`src/rtl/ioctl_mem_arbiter_if.sv`:
```
// ioctl_mem_arbiter_if: download stream, CPU port and memory port
// master = arbiter side; slave = downloader/CPU/memory side.
// dl_checksum exists only when DL_CHECKSUM_EN is defined.
interface ioctl_mem_arbiter_if;
  logic        ioctl_download;
  logic        ioctl_wr;
  logic [24:0] ioctl_addr;
  logic [15:0] ioctl_dout;
  logic        ioctl_wait;
  logic        cpu_req;
  logic        cpu_we;
  logic [24:0] cpu_addr;
  logic [15:0] cpu_din;
  logic [15:0] cpu_dout;
  logic        cpu_ack;
  logic        mem_req;
  logic        mem_we;
  logic [24:0] mem_addr;
  logic [15:0] mem_din;
  logic [15:0] mem_dout;
  logic        mem_ack;
  logic        dl_done;
  logic        dl_overflow;
`ifdef DL_CHECKSUM_EN
  logic [15:0] dl_checksum;
`endif

  modport master (
    input  ioctl_download, ioctl_wr,
    input  ioctl_addr, ioctl_dout,
    input  cpu_req, cpu_we, cpu_addr, cpu_din,
    input  mem_dout, mem_ack,
    output ioctl_wait, cpu_dout, cpu_ack,
    output mem_req, mem_we, mem_addr, mem_din,
    output dl_done, dl_overflow
`ifdef DL_CHECKSUM_EN
    , output dl_checksum
`endif
  );

  modport slave (
    output ioctl_download, ioctl_wr,
    output ioctl_addr, ioctl_dout,
    output cpu_req, cpu_we, cpu_addr, cpu_din,
    output mem_dout, mem_ack,
    input  ioctl_wait, cpu_dout, cpu_ack,
    input  mem_req, mem_we, mem_addr, mem_din,
    input  dl_done, dl_overflow
`ifdef DL_CHECKSUM_EN
    , input dl_checksum
`endif
  );
endinterface

```
`src/rtl/ioctl_mem_arbiter.sv`:
```
// ioctl_mem_arbiter: buffers download words and shares one memory
// port between the downloader (priority) and the CPU (burst guard).
// Ports: clk_sys, reset (sync, active-high), bus (master modport:
// ioctl_*, cpu_*, mem_*, dl_done, dl_overflow).
// Optional: DL_CHECKSUM_EN adds dl_checksum (sum of written words).
module ioctl_mem_arbiter #(
  parameter int          FIFO_DEPTH   = 4,
  parameter int          MAX_DL_BURST = 8,
  parameter logic [24:0] DL_BASE      = 25'h0
) (
  input logic                 clk_sys,
  input logic                 reset,
  ioctl_mem_arbiter_if.master bus
);
  localparam int AW = $clog2(FIFO_DEPTH);
  localparam int CW = AW + 1;
  localparam int BW = $clog2(MAX_DL_BURST + 1);

  localparam logic [1:0] S_IDLE = 2'd0;
  localparam logic [1:0] S_DL   = 2'd1;
  localparam logic [1:0] S_CPU  = 2'd2;

  logic [40:0]   fifo_q [FIFO_DEPTH];
  logic [40:0]   head;
  logic [AW-1:0] wr_ptr, rd_ptr;
  logic [CW-1:0] count, count_nx;
  logic          full, empty, push, pop;
  logic [1:0]    state;
  logic [BW-1:0] burst;
  logic          grant_dl, grant_cpu;
  logic          in_dl, in_cpu;
  logic [15:0]   cpu_dout_q;
  logic          wait_q, ovf_q;
  logic          dl_prev, dl_active;
  logic          dl_rise, done_cond;

  assign full  = count == CW'(FIFO_DEPTH);
  assign empty = count == '0;
  assign push  = bus.ioctl_wr && !full;
  assign pop   = in_dl && bus.mem_ack;
  assign head  = fifo_q[rd_ptr];

  always_comb begin
    count_nx = count + CW'(push) - CW'(pop);
  end

  always_ff @(posedge clk_sys) begin
    if (push)
      fifo_q[wr_ptr] <= {DL_BASE + bus.ioctl_addr,
                         bus.ioctl_dout};
  end

  // wait is computed from the next count so it tracks
  // the occupancy the downloader sees one cycle later
  always_ff @(posedge clk_sys) begin
    if (reset) begin
      wr_ptr <= '0;
      rd_ptr <= '0;
      count  <= '0;
      wait_q <= 1'b0;
    end else begin
      if (push) wr_ptr <= wr_ptr + AW'(1);
      if (pop)  rd_ptr <= rd_ptr + AW'(1);
      count  <= count_nx;
      wait_q <= count_nx >= CW'(FIFO_DEPTH - 1);
    end
  end

  assign in_dl  = state == S_DL;
  assign in_cpu = state == S_CPU;

  assign grant_dl = state == S_IDLE && !empty &&
    (!bus.cpu_req || burst < BW'(MAX_DL_BURST));
  assign grant_cpu = state == S_IDLE && !grant_dl &&
    bus.cpu_req;

  always_ff @(posedge clk_sys) begin
    if (reset) begin
      state      <= S_IDLE;
      cpu_dout_q <= '0;
    end else begin
      unique case (state)
        S_IDLE: begin
          if (grant_dl)       state <= S_DL;
          else if (grant_cpu) state <= S_CPU;
        end
        S_DL: begin
          if (bus.mem_ack) state <= S_IDLE;
        end
        S_CPU: begin
          if (bus.mem_ack) begin
            state      <= S_IDLE;
            cpu_dout_q <= bus.mem_dout;
          end
        end
        default: state <= S_IDLE;
      endcase
    end
  end

  // burst counts download grants only while the CPU waits
  always_ff @(posedge clk_sys) begin
    if (reset)
      burst <= '0;
    else if (!bus.cpu_req || grant_cpu)
      burst <= '0;
    else if (grant_dl)
      burst <= burst + BW'(1);
  end

  assign bus.mem_req  = in_dl || in_cpu;
  assign bus.mem_we   = in_dl || (in_cpu && bus.cpu_we);
  assign bus.mem_addr = in_dl  ? head[40:16] :
                        in_cpu ? bus.cpu_addr : '0;
  assign bus.mem_din  = in_dl  ? head[15:0] :
                        in_cpu ? bus.cpu_din : '0;
  assign bus.cpu_ack  = in_cpu && bus.mem_ack;
  assign bus.cpu_dout = bus.cpu_ack ? bus.mem_dout
                                    : cpu_dout_q;
  assign bus.ioctl_wait = wait_q;

  assign dl_rise   = bus.ioctl_download && !dl_prev;
  assign done_cond = dl_active && !bus.ioctl_download &&
                     empty && state == S_IDLE;

  always_ff @(posedge clk_sys) begin
    if (reset) begin
      dl_prev   <= 1'b0;
      dl_active <= 1'b0;
      ovf_q     <= 1'b0;
    end else begin
      dl_prev <= bus.ioctl_download;
      if (bus.ioctl_download) dl_active <= 1'b1;
      else if (done_cond)     dl_active <= 1'b0;
      if (bus.ioctl_wr && full) ovf_q <= 1'b1;
      else if (dl_rise)         ovf_q <= 1'b0;
    end
  end

  assign bus.dl_done     = done_cond;
  assign bus.dl_overflow = ovf_q;

`ifdef DL_CHECKSUM_EN
  logic [15:0] csum_q;

  always_ff @(posedge clk_sys) begin
    if (reset || dl_rise)
      csum_q <= '0;
    else if (pop && (dl_active || bus.ioctl_download))
      csum_q <= csum_q + head[15:0];
  end

  assign bus.dl_checksum = csum_q;
`endif
endmodule

```
`src/flat_wrapper.sv`:
```
// flat-port wrapper written by rule: the top's interface ports become plain ports
module ioctl_mem_arbiter_flat 
#(
  parameter int          FIFO_DEPTH   = 4,
  parameter int          MAX_DL_BURST = 8,
  parameter logic [24:0] DL_BASE      = 25'h0
)
  (clk_sys, reset, bus_ioctl_download, bus_ioctl_wr, bus_ioctl_addr, bus_ioctl_dout, bus_cpu_req, bus_cpu_we, bus_cpu_addr, bus_cpu_din, bus_mem_dout, bus_mem_ack, bus_ioctl_wait, bus_cpu_dout, bus_cpu_ack, bus_mem_req, bus_mem_we, bus_mem_addr, bus_mem_din, bus_dl_done, bus_dl_overflow);
  ioctl_mem_arbiter_if bus_i ();
  input logic clk_sys;
  input logic reset;
  input wire logic [$bits(bus_i.ioctl_download)-1:0] bus_ioctl_download;
  input wire logic [$bits(bus_i.ioctl_wr)-1:0] bus_ioctl_wr;
  input wire logic [$bits(bus_i.ioctl_addr)-1:0] bus_ioctl_addr;
  input wire logic [$bits(bus_i.ioctl_dout)-1:0] bus_ioctl_dout;
  input wire logic [$bits(bus_i.cpu_req)-1:0] bus_cpu_req;
  input wire logic [$bits(bus_i.cpu_we)-1:0] bus_cpu_we;
  input wire logic [$bits(bus_i.cpu_addr)-1:0] bus_cpu_addr;
  input wire logic [$bits(bus_i.cpu_din)-1:0] bus_cpu_din;
  input wire logic [$bits(bus_i.mem_dout)-1:0] bus_mem_dout;
  input wire logic [$bits(bus_i.mem_ack)-1:0] bus_mem_ack;
  output wire logic [$bits(bus_i.ioctl_wait)-1:0] bus_ioctl_wait;
  output wire logic [$bits(bus_i.cpu_dout)-1:0] bus_cpu_dout;
  output wire logic [$bits(bus_i.cpu_ack)-1:0] bus_cpu_ack;
  output wire logic [$bits(bus_i.mem_req)-1:0] bus_mem_req;
  output wire logic [$bits(bus_i.mem_we)-1:0] bus_mem_we;
  output wire logic [$bits(bus_i.mem_addr)-1:0] bus_mem_addr;
  output wire logic [$bits(bus_i.mem_din)-1:0] bus_mem_din;
  output wire logic [$bits(bus_i.dl_done)-1:0] bus_dl_done;
  output wire logic [$bits(bus_i.dl_overflow)-1:0] bus_dl_overflow;
  assign bus_i.ioctl_download = bus_ioctl_download;
  assign bus_i.ioctl_wr = bus_ioctl_wr;
  assign bus_i.ioctl_addr = bus_ioctl_addr;
  assign bus_i.ioctl_dout = bus_ioctl_dout;
  assign bus_i.cpu_req = bus_cpu_req;
  assign bus_i.cpu_we = bus_cpu_we;
  assign bus_i.cpu_addr = bus_cpu_addr;
  assign bus_i.cpu_din = bus_cpu_din;
  assign bus_i.mem_dout = bus_mem_dout;
  assign bus_i.mem_ack = bus_mem_ack;
  assign bus_ioctl_wait = bus_i.ioctl_wait;
  assign bus_cpu_dout = bus_i.cpu_dout;
  assign bus_cpu_ack = bus_i.cpu_ack;
  assign bus_mem_req = bus_i.mem_req;
  assign bus_mem_we = bus_i.mem_we;
  assign bus_mem_addr = bus_i.mem_addr;
  assign bus_mem_din = bus_i.mem_din;
  assign bus_dl_done = bus_i.dl_done;
  assign bus_dl_overflow = bus_i.dl_overflow;
  ioctl_mem_arbiter #(.FIFO_DEPTH(FIFO_DEPTH), .MAX_DL_BURST(MAX_DL_BURST), .DL_BASE(DL_BASE)) u_core (.clk_sys(clk_sys), .reset(reset), .bus(bus_i));
endmodule
```
`config.mk`:
```
export PLATFORM = sky130hd
export DESIGN_NAME = ioctl_mem_arbiter_flat
export DESIGN_NICKNAME = d
export VERILOG_FILES = /design/src/rtl/ioctl_mem_arbiter_if.sv /design/src/rtl/ioctl_mem_arbiter.sv /design/src/flat_wrapper.sv
export SDC_FILE = /design/constraint.sdc
export NUM_CORES = 1
export LEC_CHECK = 0
export CORE_MARGIN = 1
export CORE_UTILIZATION = 30
export DETAILED_ROUTE_END_ITERATION = 10
export GPL_ROUTABILITY_DRIVEN = 0
export MAX_ROUTING_LAYER = met4
export PLACE_DENSITY = 0.57
export SLEW_MARGIN = 20
export SYNTH_ARGS = -nofsm -noshare
export SYNTH_HDL_FRONTEND = slang
export SYNTH_SLANG_ARGS = --single-unit
```
`constraint.sdc`:
```
create_clock -name clk_sys -period 4.09 [get_ports clk_sys]
set_input_delay 1.227 -clock clk_sys [delete_from_list [all_inputs] [get_ports clk_sys]]
set_output_delay 1.227 -clock clk_sys [all_outputs]
set_load 0.005 [all_outputs]
```
==> impl_results.md <==
- RSZ-0062 raised after global routing: no
- Critical path endpoint category: output pin
- Mean Syn Cell Area: 16.0 sq um
- Via density per instance: 4.61
- Critical path's slowest cell: clkdlybuf4s50_1
- Async S/R FF share, synth: 0%
- Vias in the first global route: 5056
- Worst path required time: 2.86 ns
- I/O Buffers: 167
- Post-synth EDFFs: 164
- Clock Latency Late Sink: 0.42 ns
- Compound-Gate Fraction of Synth Area: 4.09%
- Fmax: 249 MHz
- Hold crit path type: reg -> reg
- Max_slew headroom: 53.4%
- Top cell type's share of synthesized area: 61.0%
- Syn-to-layout area delta: 33.8%
- Period Utilization, post-route: 98.1%
- Synth Register Bits: 199
- Initial core utilization: 30.8%
- Pre-Repair DR Iteration Count: 7
- Crit-path most repeated cell: clkdlybuf4s50_1
- Routed WL per cell: 17.0 um
- ANT nets after route: 0
- Setup Buffers After CTS: 0
- Die span in x: 166 um
- Reg2Reg Depth: 12
- Cell leakage power: 0.00358 uW
- Ports: 168
- Largest area contributor in the netlist: edfxtp_1
- Clock Pin Slew Worst Setup and Hold Paths: 0.07 ns
- Ys Warns: 0
- GRT Overall Usage: 13.2%
- Post-CTS Resized: 1
- Mux cell area share after synthesis: 13.7%
- Layout cells sized above 1: 13.9%
- CP Capture Point: bus_cpu_dout[7]
- # setup viols final: 0
- Synth Area in Adders: 1.80%
- Outcome: finished with violations
- Slowest stage delay, CP: 0.53 ns
- Chip height: 166 um
- Clk Tree Root Cell: clkbuf_16
- Fin nets: 788
- CTS sink cnt: 199
- Drc violations: 9
- Reg2reg end: u_core.bus.ioctl_wait$_SDFF_PP0_
- Setup TNS: 0 ns
- Main combinational cell family by area after synthesis: multiplexers
- Final WL: 17.3 mm
- Register area share after synthesis: 69.6%
- Post-Synthesis Cells: 504
- Final Hold Viols: 0
- Worst setup path category: in -> out
- Hold Buf Count CTS: 0
- Synth unique cells: 38
- Drt initial violations: 247
- Initial antenna violation count: 0
- Crit path cell chain: clkdlybuf4s50_1 > nand2_4 > mux2_1 > clkdlybuf4s50_1
- Die area: 27600 sq um
- CP arrival: 2.78 ns
- Cell Area, Synth: 8080 sq um
- Worst slew pin tran: 0.697 ns
- Failing checks: design-rule violations
- Global-route wire length before repair: 26.9 mm
- Most common cell in the netlist: edfxtp_1
- Post-Synth XOR/XNOR Area: 0.496%
- Hpwl dp: 11.7 mm
- Vias: 4694
- Synth Net Count: 620
- Synth Flop Type: edfxtp_1
- Row count: 59
- Setup ws final: 0.0780 ns
- Total CTS buffers: 17
- Most frequent cells after synthesis: 164 x edfxtp_1, 80 x nand2_1, 41 x mux4_2, 39 x o21ai_1, 35 x dfxtp_1
- Power per cell area: 530 nW/um^2
- CP startpoint kind: primary input
- Largest net degree at the start of global routing: 46
- R2R setup slack: 1.25 ns
- Grt total ovfl: 0
- MaxCap Viol Count: 0
- Maximum vdd ir drop: 223 uV
- Worst setup startpoint: bus_mem_ack
- ANT cells: 0
- CTS tree: built
- FF-to-FF Start: u_core.state[1]$_SDFFE_PP0P_
- CTS max path bufs: 2
- Final slew viol count: 0
- Core area: 26200 sq um
- Crit-path max FO: 17
- Synth top area cells: edfxtp_1 61%, mux4_2 11%, dfxtp_1 8.7%
- CTS H-tree depth: 4
- Clock Skew: 0.00982 ns
- Min cycle time layout: 4.01 ns
- Post-Place Worst Slack: -0.0267 ns
- Simple-gate area share of the yosys netlist: 7.81%
==> placed cells by master (no fill, tap or decap), types with 2 or more instances in the layout <==
cell type and count:
mux2_1 15, buf_4 5, nand2_1 80, inv_6 4
mux4_2 41, clkinv_2 4, nand2b_1 7, dfxtp_1 33
clkbuf_16 17, bufinv_16 3, o21ai_1 39, ha_1 8
clkdlybuf4s50_1 167, inv_1 10, o21ai_0 3, nor2b_1 19
buf_12 7, and3_2 4, nor2_1 8, nand3_1 4
nand4_1 2, nor3b_1 2, a22o_1 2, edfxtp_1 164
clkinvlp_4 2, a21o_1 3, a21oi_1 10
==> metal layers <==
metal | share of wire, % | global-route usage, %
met5 | 0 | -
met4 | 1.2 | 3.62
met3 | 3.6 | 3.27
met2 | 54 | 23.5
met1 | 41 | 14.5
==> flip-flops by register name, indices dropped and copies added, names as in the netlist, named ones only <==
signal	count
u_core.fifo_q	164
u_core.cpu_dout_q	16
u_core.burst	4
u_core.count	3
u_core.rd_ptr	2
u_core.state	2
u_core.wr_ptr	2
u_core.bus.dl_overflow	1
u_core.bus.ioctl_wait	1
u_core.dl_active	1
u_core.dl_prev	1
==> per-stage QoR <==
step	cells	util [%]	hold WS [ns]	area [sq um]	power (uW)
finish	1019	41.2	0.489	10800	5730
CTS	1019	41.2	0.491	10800	5810
global placement	988	38.9	0.463	10200	4070
global route	1019	41.2	0.517	10800	6000
detailed placement	988	38.9	0.476	10200	4110
floorplan	504	-	0.443	8080	3330
==> critical path, delay by kind of cell <==
| kind | cells | cell delay [ns] |
|---|---|---|
| and+or+nand+nor | 1 | 0.17 |
| muxes | 1 | 0.39 |
| buffers and inverters | 2 | 0.99 |
==> cells by family after synthesis <==
logic type | after synthesis
flip-flops | 199
multiplexers | 57
AO/OA/AOI/OAI | 60
adder cells (fa/ha/maj) | 11
XOR/XNOR | 3
AND/OR/NAND/NOR | 134
buffers and inverters | 40
==> worst min path at each step <==
stage	end	from	slack, ns	cells after the start
2_1_floorplan	u_core.dl_active$_SDFFE_PP0P_	u_core.dl_active$_SDFFE_PP0P_	0.44	2
4_1_cts	u_core.dl_active$_SDFFE_PP0P_	u_core.dl_active$_SDFFE_PP0P_	0.49	2
3_5_place_dp	u_core.dl_active$_SDFFE_PP0P_	u_core.dl_active$_SDFFE_PP0P_	0.48	2
5_1_grt	u_core.dl_active$_SDFFE_PP0P_	u_core.dl_active$_SDFFE_PP0P_	0.52	2
3_3_place_gp	u_core.dl_active$_SDFFE_PP0P_	u_core.dl_active$_SDFFE_PP0P_	0.46	2
6_report	u_core.bus.dl_overflow$_SDFFE_PP0P_	u_core.bus.dl_overflow$_SDFFE_PP0P_	0.49	2
==> power by group <==
group / total [uW] / internal, uW / switching, uW
logic: 1530 / 860 / 675
clock network: 1700 / 967 / 730
registers: 2490 / 2400 / 90.9
total: 5730 / 4230 / 1500
==> layout make-up <==
type                    count  area [sq um]
clock buffers              17           425
clock inverters            14           171
fillers                  2408         15400
inverters                  10          37.5
multi-input cells         265          2270
flip-flops and latches    199          5630
well taps                 335           419
repair buffers            179          1850
Power figures use the tool's default switching activity.
